File: src/rtl/logical_unit_pipe_pkg.sv
// Shared definitions for the pipelined logical unit.
// Contents:
//   logic_op_e      - 3-bit logic_type op codes; bit 2 selects the immediate form.
//   IMM_SEL_BIT     - index of the immediate-select bit within the op code.
//   is_reserved_op  - flags the two reserved op codes (011, 111).
package logical_unit_pipe_pkg;

  typedef enum logic [2:0] {
    OP_AND   = 3'b000,
    OP_OR    = 3'b001,
    OP_XOR   = 3'b010,
    OP_RSV_3 = 3'b011,
    OP_ANDI  = 3'b100,
    OP_ORI   = 3'b101,
    OP_XORI  = 3'b110,
    OP_RSV_7 = 3'b111
  } logic_op_e;

  localparam int IMM_SEL_BIT = 2;

  function automatic logic is_reserved_op(input logic [2:0] op);
    return (op == OP_RSV_3) || (op == OP_RSV_7);
  endfunction

endpackage

File: src/rtl/logical_unit_pipe_stage.sv
// One elastic pipeline stage: a valid bit plus a WIDTH-bit payload register.
// Ports:
//   clk, reset      - rising-edge clock, asynchronous active-high reset
//   i_flush         - clear the valid bit at the next edge (beats i_load)
//   i_load          - capture i_valid/i_data at the next edge
//   i_valid, i_data - contents offered by the upstream stage
//   o_valid, o_data - registered stage contents
module pipe_stage_elastic #(
  parameter int WIDTH = 8
) (
  input  logic             clk,
  input  logic             reset,
  input  logic             i_flush,
  input  logic             i_load,
  input  logic             i_valid,
  input  logic [WIDTH-1:0] i_data,
  output logic             o_valid,
  output logic [WIDTH-1:0] o_data
);

  logic             r_valid;
  logic [WIDTH-1:0] r_data;

  // NOTE: sequential state is written with non-blocking assignments so every
  // stage samples its neighbour's pre-edge value and the chain shifts by one.
  always_ff @(posedge clk or posedge reset) begin
    if (reset) begin
      r_valid <= 1'b0;
      r_data  <= '0;
    end else if (i_flush) begin
      r_valid <= 1'b0;
    end else if (i_load) begin
      // A bubble from upstream loads too; that is how gaps collapse.
      r_valid <= i_valid;
      r_data  <= i_data;
    end
  end

  assign o_valid = r_valid;
  assign o_data  = r_data;

endmodule

File: src/rtl/logical_unit_pipe.sv
// Pipelined, elastic AND/OR/XOR(+immediate) unit between issue and writeback.
// The result is computed at the input and carried with its tag and illegal
// flag through STAGES elastic registers; stage STAGES drives out_*.
// Ports:
//   clk, reset                 - clock, asynchronous active-high reset
//   in_valid/in_ready          - issue-side handshake
//   in_op, in_src1, in_src2    - op code and register operands
//   in_imm, in_tag             - raw immediate (sign-extended) and uop tag
//   flush                      - drop every in-flight uop and the current input
//   out_valid/out_ready        - writeback-side handshake
//   out_result, out_tag        - result and its tag
//   out_illegal                - uop carried a reserved op code
//   inflight                   - number of valid uops held in the pipe
module logical_unit_pipe
  import logical_unit_pipe_pkg::*;
#(
  parameter int DATA_WIDTH = 32,
  parameter int IMM_WIDTH  = 12,
  parameter int TAG_WIDTH  = 6,
  parameter int STAGES     = 2,
  parameter int CNT_WIDTH  = 3
) (
  input  logic                  clk,
  input  logic                  reset,
  input  logic                  in_valid,
  output logic                  in_ready,
  input  logic [2:0]            in_op,
  input  logic [DATA_WIDTH-1:0] in_src1,
  input  logic [DATA_WIDTH-1:0] in_src2,
  input  logic [IMM_WIDTH-1:0]  in_imm,
  input  logic [TAG_WIDTH-1:0]  in_tag,
  input  logic                  flush,
  output logic                  out_valid,
  input  logic                  out_ready,
  output logic [DATA_WIDTH-1:0] out_result,
  output logic [TAG_WIDTH-1:0]  out_tag,
  output logic                  out_illegal,
  output logic [CNT_WIDTH-1:0]  inflight
);

  localparam int PW = 1 + TAG_WIDTH + DATA_WIDTH;  // {illegal, tag, result}

  logic [DATA_WIDTH-1:0] w_imm_ext;
  logic [DATA_WIDTH-1:0] w_op2;
  logic [DATA_WIDTH-1:0] w_result;
  logic                  w_illegal;
  logic [STAGES:0]       w_valid;   // index 0 is the issue-side input
  logic [PW-1:0]         w_data [0:STAGES];
  logic [STAGES:1]       w_load;
  logic                  w_in_fire;
  logic                  w_out_fire;
  logic [CNT_WIDTH-1:0]  r_inflight;

  if (IMM_WIDTH == DATA_WIDTH) begin : g_imm_full
    assign w_imm_ext = in_imm;
  end else begin : g_imm_sext
    assign w_imm_ext = {{(DATA_WIDTH-IMM_WIDTH){in_imm[IMM_WIDTH-1]}}, in_imm};
  end

  assign w_op2 = in_op[IMM_SEL_BIT] ? w_imm_ext : in_src2;

  // NOTE: every variable assigned in always_comb gets a default first so no
  // path through the block leaves it unassigned and infers a latch.
  always_comb begin
    w_result  = '0;
    w_illegal = is_reserved_op(in_op);
    case (logic_op_e'(in_op))
      OP_AND, OP_ANDI: w_result = in_src1 & w_op2;
      OP_OR,  OP_ORI:  w_result = in_src1 | w_op2;
      OP_XOR, OP_XORI: w_result = in_src1 ^ w_op2;
      default:         w_result = '0;
    endcase
  end

  // Ready chain, walked from the output back to the input: a stage may load
  // when it is empty or when its contents leave in the same cycle.
  always_comb begin
    logic adv;
    w_load = '0;
    adv    = out_ready;
    for (int k = STAGES; k >= 1; k--) begin
      w_load[k] = !w_valid[k] || adv;
      adv       = w_load[k];
    end
  end

  assign w_valid[0] = in_valid;
  assign w_data[0]  = {w_illegal, in_tag, w_result};

  for (genvar k = 1; k <= STAGES; k++) begin : g_stage
    pipe_stage_elastic #(.WIDTH(PW)) u_stage (
      .clk     (clk),
      .reset   (reset),
      .i_flush (flush),
      .i_load  (w_load[k]),
      .i_valid (w_valid[k-1]),
      .i_data  (w_data[k-1]),
      .o_valid (w_valid[k]),
      .o_data  (w_data[k])
    );
  end

  assign in_ready   = w_load[1];
  assign out_valid  = w_valid[STAGES];
  assign {out_illegal, out_tag, out_result} = w_data[STAGES];

  assign w_in_fire  = in_valid && in_ready;
  assign w_out_fire = out_valid && out_ready;

  always_ff @(posedge clk or posedge reset) begin
    if (reset) begin
      r_inflight <= '0;
    end else if (flush) begin
      r_inflight <= '0;
    end else if (w_in_fire && !w_out_fire) begin
      r_inflight <= r_inflight + CNT_WIDTH'(1);
    end else if (!w_in_fire && w_out_fire) begin
      r_inflight <= r_inflight - CNT_WIDTH'(1);
    end
  end

  assign inflight = r_inflight;

endmodule

File: config.mk
export PLATFORM = sky130hd
export DESIGN_NAME = logical_unit_pipe
export DESIGN_NICKNAME = d
export VERILOG_FILES = /design/src/rtl/logical_unit_pipe_pkg.sv /design/src/rtl/logical_unit_pipe_stage.sv /design/src/rtl/logical_unit_pipe.sv
export SDC_FILE = /design/constraint.sdc
export NUM_CORES = 1
export LEC_CHECK = 0
export ABC_AREA = 1
export ABC_CLOCK_PERIOD_IN_PS = 1500
export CORE_AREA = 10 10 135 113
export CTS_CLUSTER_SIZE = 14
export DETAILED_ROUTE_END_ITERATION = 8
export DIE_AREA = 0 0 145 123
export PLACE_DENSITY_LB_ADDON = 0.15
export SETUP_SLACK_MARGIN = 0.4
export SLEW_MARGIN = 10
export SYNTH_ARGS = -nofsm -noshare
export SYNTH_HDL_FRONTEND = slang
export SYNTH_HIERARCHICAL = 1
export SYNTH_SLANG_ARGS = --single-unit
File: constraint.sdc
create_clock -name clk -period 1.5 [get_ports clk]
set_input_delay 0.15 -clock clk [delete_from_list [all_inputs] [get_ports clk]]
set_output_delay 0.15 -clock clk [all_outputs]
set_load 0.005 [all_outputs]
==> run_results.csv, run 1 <==
group,metric,value,unit
global_routing,antenna_found_initial,1,
sta,period_needed,1.52,ns
outcome,violations,"setup timing",
run,maxCapViolCount,0,
logic_synthesis,yosys.area_share.xor_xnor,0,%
critical_path,path_class,"reg2reg",
routing,met2_length,9.10,mm
power,switching_share,28.3,%
sta,fin_skew,0.00498,ns
finish,layout.cells.non_filler,1034,
logic_synthesis,yosys_warnings,6,
routing,routedLengthMet1,7.33,mm
finish,multi_input_area,3140,um2
global_routing,grt_pass1_vias,5647,
critical_path,reg2regPathDepth,12,
place,dp.cells,989,
floorplan,core-area,12500,um2
clock_network,path_clk_slew,0.06,ns
logic_synthesis,synthAdderAreaFrac,14.9,%
global_routing,grt_pass1_wl,28.4,mm
routing,drtIter0Drc,427,
critical_path,reg2reg_from,"g_stage[2].u_stage/o_valid$_DFFE_PP0P_",
global_routing,grt_max_degree,41,
clock_network,cts_tree,"yes",
clock_network,cts_htree_levels,3,
critical_path,cp_max_fo,4,
logic_synthesis,synthSimpleGateAreaFrac,26.6,%
routing,top_layer,"met4",
logic_synthesis,synth_top_family_by_area,"simple AND/OR/NAND/NOR gates",
clock_network,cts_root_buffer,"clkbuf_16",
critical_path,r2r-end,"inflight[2]$_DFFE_PP0P_",
routing,drc,0,
outcome,run_status,"finished with violations",
routing,firstDrtPassIters,5,
sta,fmax,656,MHz
sta,tightestPinTransition,0.364,ns
routing,vias_per_cell,5.24,
power,switchingPower,2.03,mW
logic_synthesis,ys_seq_area_share,37.6,%
power,combinationalPowerShare,26.2,%
clock_network,cts_made_buffers,9,
worst_hold_path,hold_class,"in2async",
clock_network,ctsLongestPathBuffers,2,
critical_path,rrSetupSlack,-0.02,ns
floorplan,start_util,44.0,%
routing,finalWirelength,17.9,mm
power,powerDensity,889,nW/um2
finish,final_core_util,64.5,%
critical_path,cp.required,1.73,ns
sta,fin_ws,-0.0246,ns
critical_path,cp_data_arrival_time,1.75,ns
power,seq_power_share,37.6,%
floorplan,fp.dieH,123,um
routing,drt-wirelength-per-cell,17.3,um
sta,hold_viol,0,
clock_network,worstSkewPairLatency,0.34,ns
global_routing,grt_usage,19.4,%
floorplan,chipWidth,145,um
finish,regArea,2080,um2
routing,num_vias,5419,
floorplan,io_pins,134,
sta,max_slew_margin,75.7,%
place,portBuffers,133,
logic_synthesis,synth-seq-cells,83,
logic_synthesis,synth_cells,687,
sta,fin_tns_setup,-0.0246,ns
routing,ant_nets,0,
power,pwr-share-clk,36.2,%
sta,period_share,102,%
sta,rsz0062_at_grt,"true",
global_routing,grt_overflow_total,0,
logic_synthesis,syn_area,5520,um2
logic_synthesis,syn_nets,842,
critical_path,startpoint_type,"flop",
finish,layout.nets,1008,
finish,syn2layout_area_growth,46.4,%
power,irDropWorstVdd,764,uV
place,gp_congestion,0.801,
routing,met3_length,1.10,mm
clock_network,cts.sinks,83,
finish,n_fill_cell,1067,
place,dp_hpwl,12.1,mm
logic_synthesis,muxShareOfSynthArea,0,%
power,intPower,5.16,mW
power,power,7.19,mW
floorplan,die_area,17800,um2
sta,setup_viol,1,
sta,hold_slack,0.116,ns
critical_path,endpoint_kind,"flop",
logic_synthesis,yosys.cell_types.count,19,
floorplan,row_count,37,
finish,layout-drive-gt1-share,26.1,%
logic_synthesis,synth_compound_area_share,10.3,%
sta,drv_slew,0,
logic_synthesis,syn_area_per_cell,8.04,um2
power,p_leak,4.33,nW
-- worst max path at each step --
stage	slack (ns)	to	startpoint
global route	-0.13	inflight[2]$_DFFE_PP0P_	g_stage[2].u_stage/o_valid$_DFFE_PP0P_
floorplan	-0.01	inflight[2]$_DFFE_PP0P_	g_stage[2].u_stage/o_valid$_DFFE_PP0P_
finish	-0.02	inflight[2]$_DFFE_PP0P_	g_stage[2].u_stage/o_valid$_DFFE_PP0P_
global placement	-0.39	g_stage[1].u_stage/o_data[11]$_DFFE_PP0P_	in_op[2]
detailed placement	-0.44	g_stage[1].u_stage/o_data[11]$_DFFE_PP0P_	in_op[2]
CTS	-0.02	inflight[2]$_DFFE_PP0P_	g_stage[2].u_stage/o_valid$_DFFE_PP0P_
-- routing by layer --
layer	up-vias	global-route usage (%)
met5	-	0
met4	0	7.45
met3	37	4.60
met2	178	35.6
met1	2659	21.7
li1	2545	-
-- cell type report --
class                           instances  share of cell area, %
Clock buffer                           10                   2.95
Sequential cell                        83                   25.7
Multi-Input combinational cell        477                   38.8
Timing Repair Buffer                  200                   24.4
Inverter                               82                   4.02
Clock inverter                          6                   1.38
Tap cell                              175                   2.71
Antenna cell                            1                 0.0309
-- worst max-delay path, stage by stage, from the launching register on --
cell and delay (ns):
dfrtp_2 0.42, nand3_2 0.11, nand2_2 0.09, inv_2 0.04, fa_2 0.36, inv_2 0.06, nand2_2 0.04, nand2_2 0.07
inv_2 0.03, nand2_1 0.04, nand2_1 0.04, nand2_1 0.06, nand2_1 0.06
-- placed cells by master (no fill, tap or decap), types with 9 or more instances in the layout --
cell,synthesis,final
inv_2,3,9
clkdlybuf4s50_1,0,82
buf_6,9,9
inv_1,79,71
ha_1,64,62
a21oi_2,0,23
dfrtp_1,83,82
clkbuf_16,0,10
nand3_1,116,114
clkbuf_2,0,23
o211ai_2,30,30
buf_12,0,11
buf_2,25,12
o21ai_2,0,10
or2_4,0,12
nand2_1,209,204
buf_4,2,42
-- power groups by stage --
stage | combinational, mW | clock (mW) | sequential, mW
CTS | 1.90 | 2.63 | 2.70
global route | 2.10 | 2.70 | 2.74
finish | 1.89 | 2.60 | 2.70
detailed placement | 1.82 | 0 | 2.74
global placement | 1.76 | 0 | 2.74
floorplan | 0.908 | 0 | 2.72
-- synthesized netlist by cell type --
| master | count | share of area, % |
|---|---|---|
| o211ai_2 | 30 | 6.8 |
| buf_2 | 25 | 2.3 |
| buf_6 | 9 | 1.8 |
| nor2_1 | 4 | 0.27 |
| inv_1 | 79 | 5.4 |
| a21oi_1 | 24 | 2.2 |
| inv_2 | 3 | 0.20 |
| clkbuf_1 | 10 | 0.68 |
| or2_1 | 1 | 0.11 |
| o211ai_1 | 2 | 0.27 |
| nand2_1 | 209 | 14 |
| dfrtp_1 | 83 | 38 |
| fa_1 | 1 | 0.36 |
| o21ai_0 | 12 | 1.1 |
| nand2_2 | 2 | 0.23 |
| buf_4 | 2 | 0.27 |
| or2_2 | 11 | 1.2 |
| ha_1 | 64 | 14 |
| nand3_1 | 116 | 11 |
-- sequential cells by signal, indices dropped and copies added, names as in the netlist --
register and count:
inflight 3, g_stage.u_stage/o_data 78, g_stage.u_stage/o_valid 2
-- cell families after synthesis --
group	after synthesis
AND/OR/NAND/NOR	343
AO/OA/AOI/OAI	68
buffers and inverters	128
adder cells (fa/ha/maj)	65
flip-flops	83
-- per-stage QoR --
step	setup WS [ns]	area (um2)
final	-0.0246	8090
after global routing	-0.131	8090
after CTS	-0.0246	8100
after detailed placement	-0.441	7400
after global placement	-0.388	7400
after floorplan	-0.0147	5770
-- repair_timing --
item                       CTS  global route
setup buffers               14             6
setup endpoints to repair  127           113
hold buffers                 0             0
pin swaps                   28             7
gates resized for setup    152            35
gates cloned                 6             2
(Power assumes the default switching activity.)
==> inputs of run 2 (changes only) <==
SETUP_SLACK_MARGIN = 0.05   (was 0.4)
==> run 2 against run 1 <==
Against the previous run:
- the flow still finishes with violations (setup timing)
- worst hold slack got worse by 0.053 ns
- final cell count decreased by 1.5%
- clock power is 7.7% lower
- fmax fell by 4.0%
- highest routed layer unchanged
==> run_results.csv, run 2 (same netlist as run 1, synthesis figures left out) <==
group,metric,value,unit
power,irDropWorstVdd,544,uV
clock_network,cts.sinks,83,
finish,layout-drive-gt1-share,21.3,%
finish,layout.nets,994,
routing,vias_per_cell,5.04,
critical_path,path_class,"reg2reg",
power,powerDensity,864,nW/um2
clock_network,ctsLongestPathBuffers,2,
global_routing,grt_usage,17.5,%
finish,largest_register_ff_count,78,
global_routing,grt_max_degree,41,
critical_path,cp.required,1.73,ns
clock_network,worstSkewPairLatency,0.34,ns
clock_network,cts_htree_levels,3,
critical_path,reg2regPathDepth,12,
finish,regArea,2080,um2
run,maxCapViolCount,0,
finish,final_common_cell,"nand2_1",
clock_network,path_clk_slew,0.06,ns
place,preCtsSetupSlack,-0.534,ns
critical_path,worst_path_most_repeated_cell,"nand2_1",
place,portBuffers,133,
global_routing,grt_overflow_total,0,
worst_hold_path,hold_class,"in2async",
critical_path,cp_data_arrival_time,1.82,ns
place,dp_hpwl,11.6,mm
sta,drv_slew,0,
sta,period_needed,1.59,ns
finish,final_core_util,65.1,%
power,p_leak,4.19,nW
floorplan,core-area,12500,um2
outcome,violations,"setup timing",
routing,ant_nets,0,
sta,hold_viol,0,
critical_path,rrSetupSlack,-0.09,ns
routing,num_vias,5139,
floorplan,chipWidth,145,um
finish,layout.cells.most_common_list,"nand2_1 (193), clkdlybuf4s50_1 (129), nand3_1 (105)",
sta,setup_viol,3,
sta,fin_skew,0.00494,ns
global_routing,antenna_found_initial,0,
floorplan,fp.dieH,123,um
routing,drc,0,
finish,syn2layout_area_growth,47.9,%
outcome,run_status,"finished with violations",
critical_path,r2r-end,"inflight[2]$_DFFE_PP0P_",
critical_path,cp_cell_sequence,"nand3_2 > nand2_2 > inv_2 > fa_2 > inv_1 > nand2_1 > nand2_1 > inv_1 > nand2_1 > nand2_1 > nand2_1 > nand2_1",
sta,fmax,630,MHz
floorplan,row_count,37,
critical_path,cp_max_fo,5,
finish,num_antenna_cells,0,
critical_path,slowest_delay,0.42,ns
routing,drtIter0Drc,417,
clock_network,cts_root_buffer,"clkbuf_16",
finish,layout.cells.non_filler,1019,
routing,drt-wirelength-per-cell,16.8,um
critical_path,cpMaxStageDelayCell,"dfrtp_2",
routing,firstDrtPassIters,5,
critical_path,startpoint_type,"flop",
sta,fin_tns_setup,-0.184,ns
sta,rsz0062_at_grt,"true",
critical_path,endpoint_kind,"flop",
floorplan,start_util,44.0,%
sta,period_share,106,%
global_routing,grt_pass1_wl,25.7,mm
critical_path,reg2reg_from,"g_stage[2].u_stage/o_valid$_DFFE_PP0P_",
finish,multi_input_area,3160,um2
floorplan,die_area,17800,um2
sta,fin_ws,-0.0882,ns
place,gp_congestion,0.824,
finish,n_fill_cell,1039,
clock_network,cts_made_buffers,9,
sta,max_slew_margin,75.2,%
clock_network,cts_tree,"yes",
sta,tightestPinTransition,0.373,ns
power,power,7.06,mW
routing,finalWirelength,17.1,mm
floorplan,io_pins,134,
place,dp.cells,982,
global_routing,grt_pass1_vias,5148,
[run 2: cell types whose count changed in the layout (fill, tap and decap cells not counted), moves of 11 or more]
cell / change
buf_2: -12
buf_4: -19
clkdlybuf4s50_1: +47
nand2_2: +14
clkbuf_2: -22
or2_4: -11
or2_2: +11
nand2_1: -11
[run 2: layer usage]
layer	routed length, um	part of all wire [%]	track usage (%)
met5	0	0	0
met3	1070	6.2	4.45
met4	213	1.2	5.73
met2	8010	47	27.7
met1	7840	46	23.2
[run 2: area by class of cell]
type,count,area share [%]
Clock inverter,4,0.888
Timing Repair Buffer,186,25.3
Inverter,82,3.86
Multi-Input combinational cell,477,38.7
Clock buffer,12,3.14
Sequential cell,83,25.4
Tap cell,175,2.68
[run 2: worst max path at each step]
stage	slack (ns)	end	cells after the start	start
final	-0.09	inflight[2]$_DFFE_PP0P_	12	g_stage[2].u_stage/o_valid$_DFFE_PP0P_
after global routing	-0.18	inflight[2]$_DFFE_PP0P_	12	g_stage[2].u_stage/o_valid$_DFFE_PP0P_
after CTS	-0.06	inflight[2]$_DFFE_PP0P_	12	g_stage[2].u_stage/o_valid$_DFFE_PP0P_
after detailed placement	-0.53	g_stage[1].u_stage/o_data[1]$_DFFE_PP0P_	9	in_op[2]
after global placement	-0.50	g_stage[1].u_stage/o_data[29]$_DFFE_PP0P_	9	in_op[2]
after floorplan	-0.02	inflight[2]$_DFFE_PP0P_	12	g_stage[2].u_stage/o_valid$_DFFE_PP0P_
[run 2: metrics by stage]
step	hold slack, ns	area [um2]
floorplan	-0.0964	5530
global placement	0.418	7190
CTS	0.0657	7610
finish	0.0634	8170
detailed placement	0.426	7190
global route	0.0831	8170
[run 2: worst max-delay path, delay by kind of cell (launching register included)]
family / cells / cell delay (ns)
and+or+nand+nor: 8 / 0.56
DFF: 1 / 0.42
adders and majority gates: 1 / 0.34
buffers and inverters: 3 / 0.16
[run 2: repair_timing]
action / 4_1_cts / 5_1_grt
hold buffers: 0 / 0
endpoints found under the setup margin: 36 / 44
buffers inserted: 2 / 7
pin swaps: 3 / 13
gates resized for setup: 25 / 72
gates cloned: 1 / 12
[run 2: report_power, final]
part           total [mW]  internal [mW]  switching [mW]
clock network        2.40           1.55           0.856
logic                1.94           1.03           0.913
registers            2.72           2.53           0.184
total                7.06           5.11            1.95
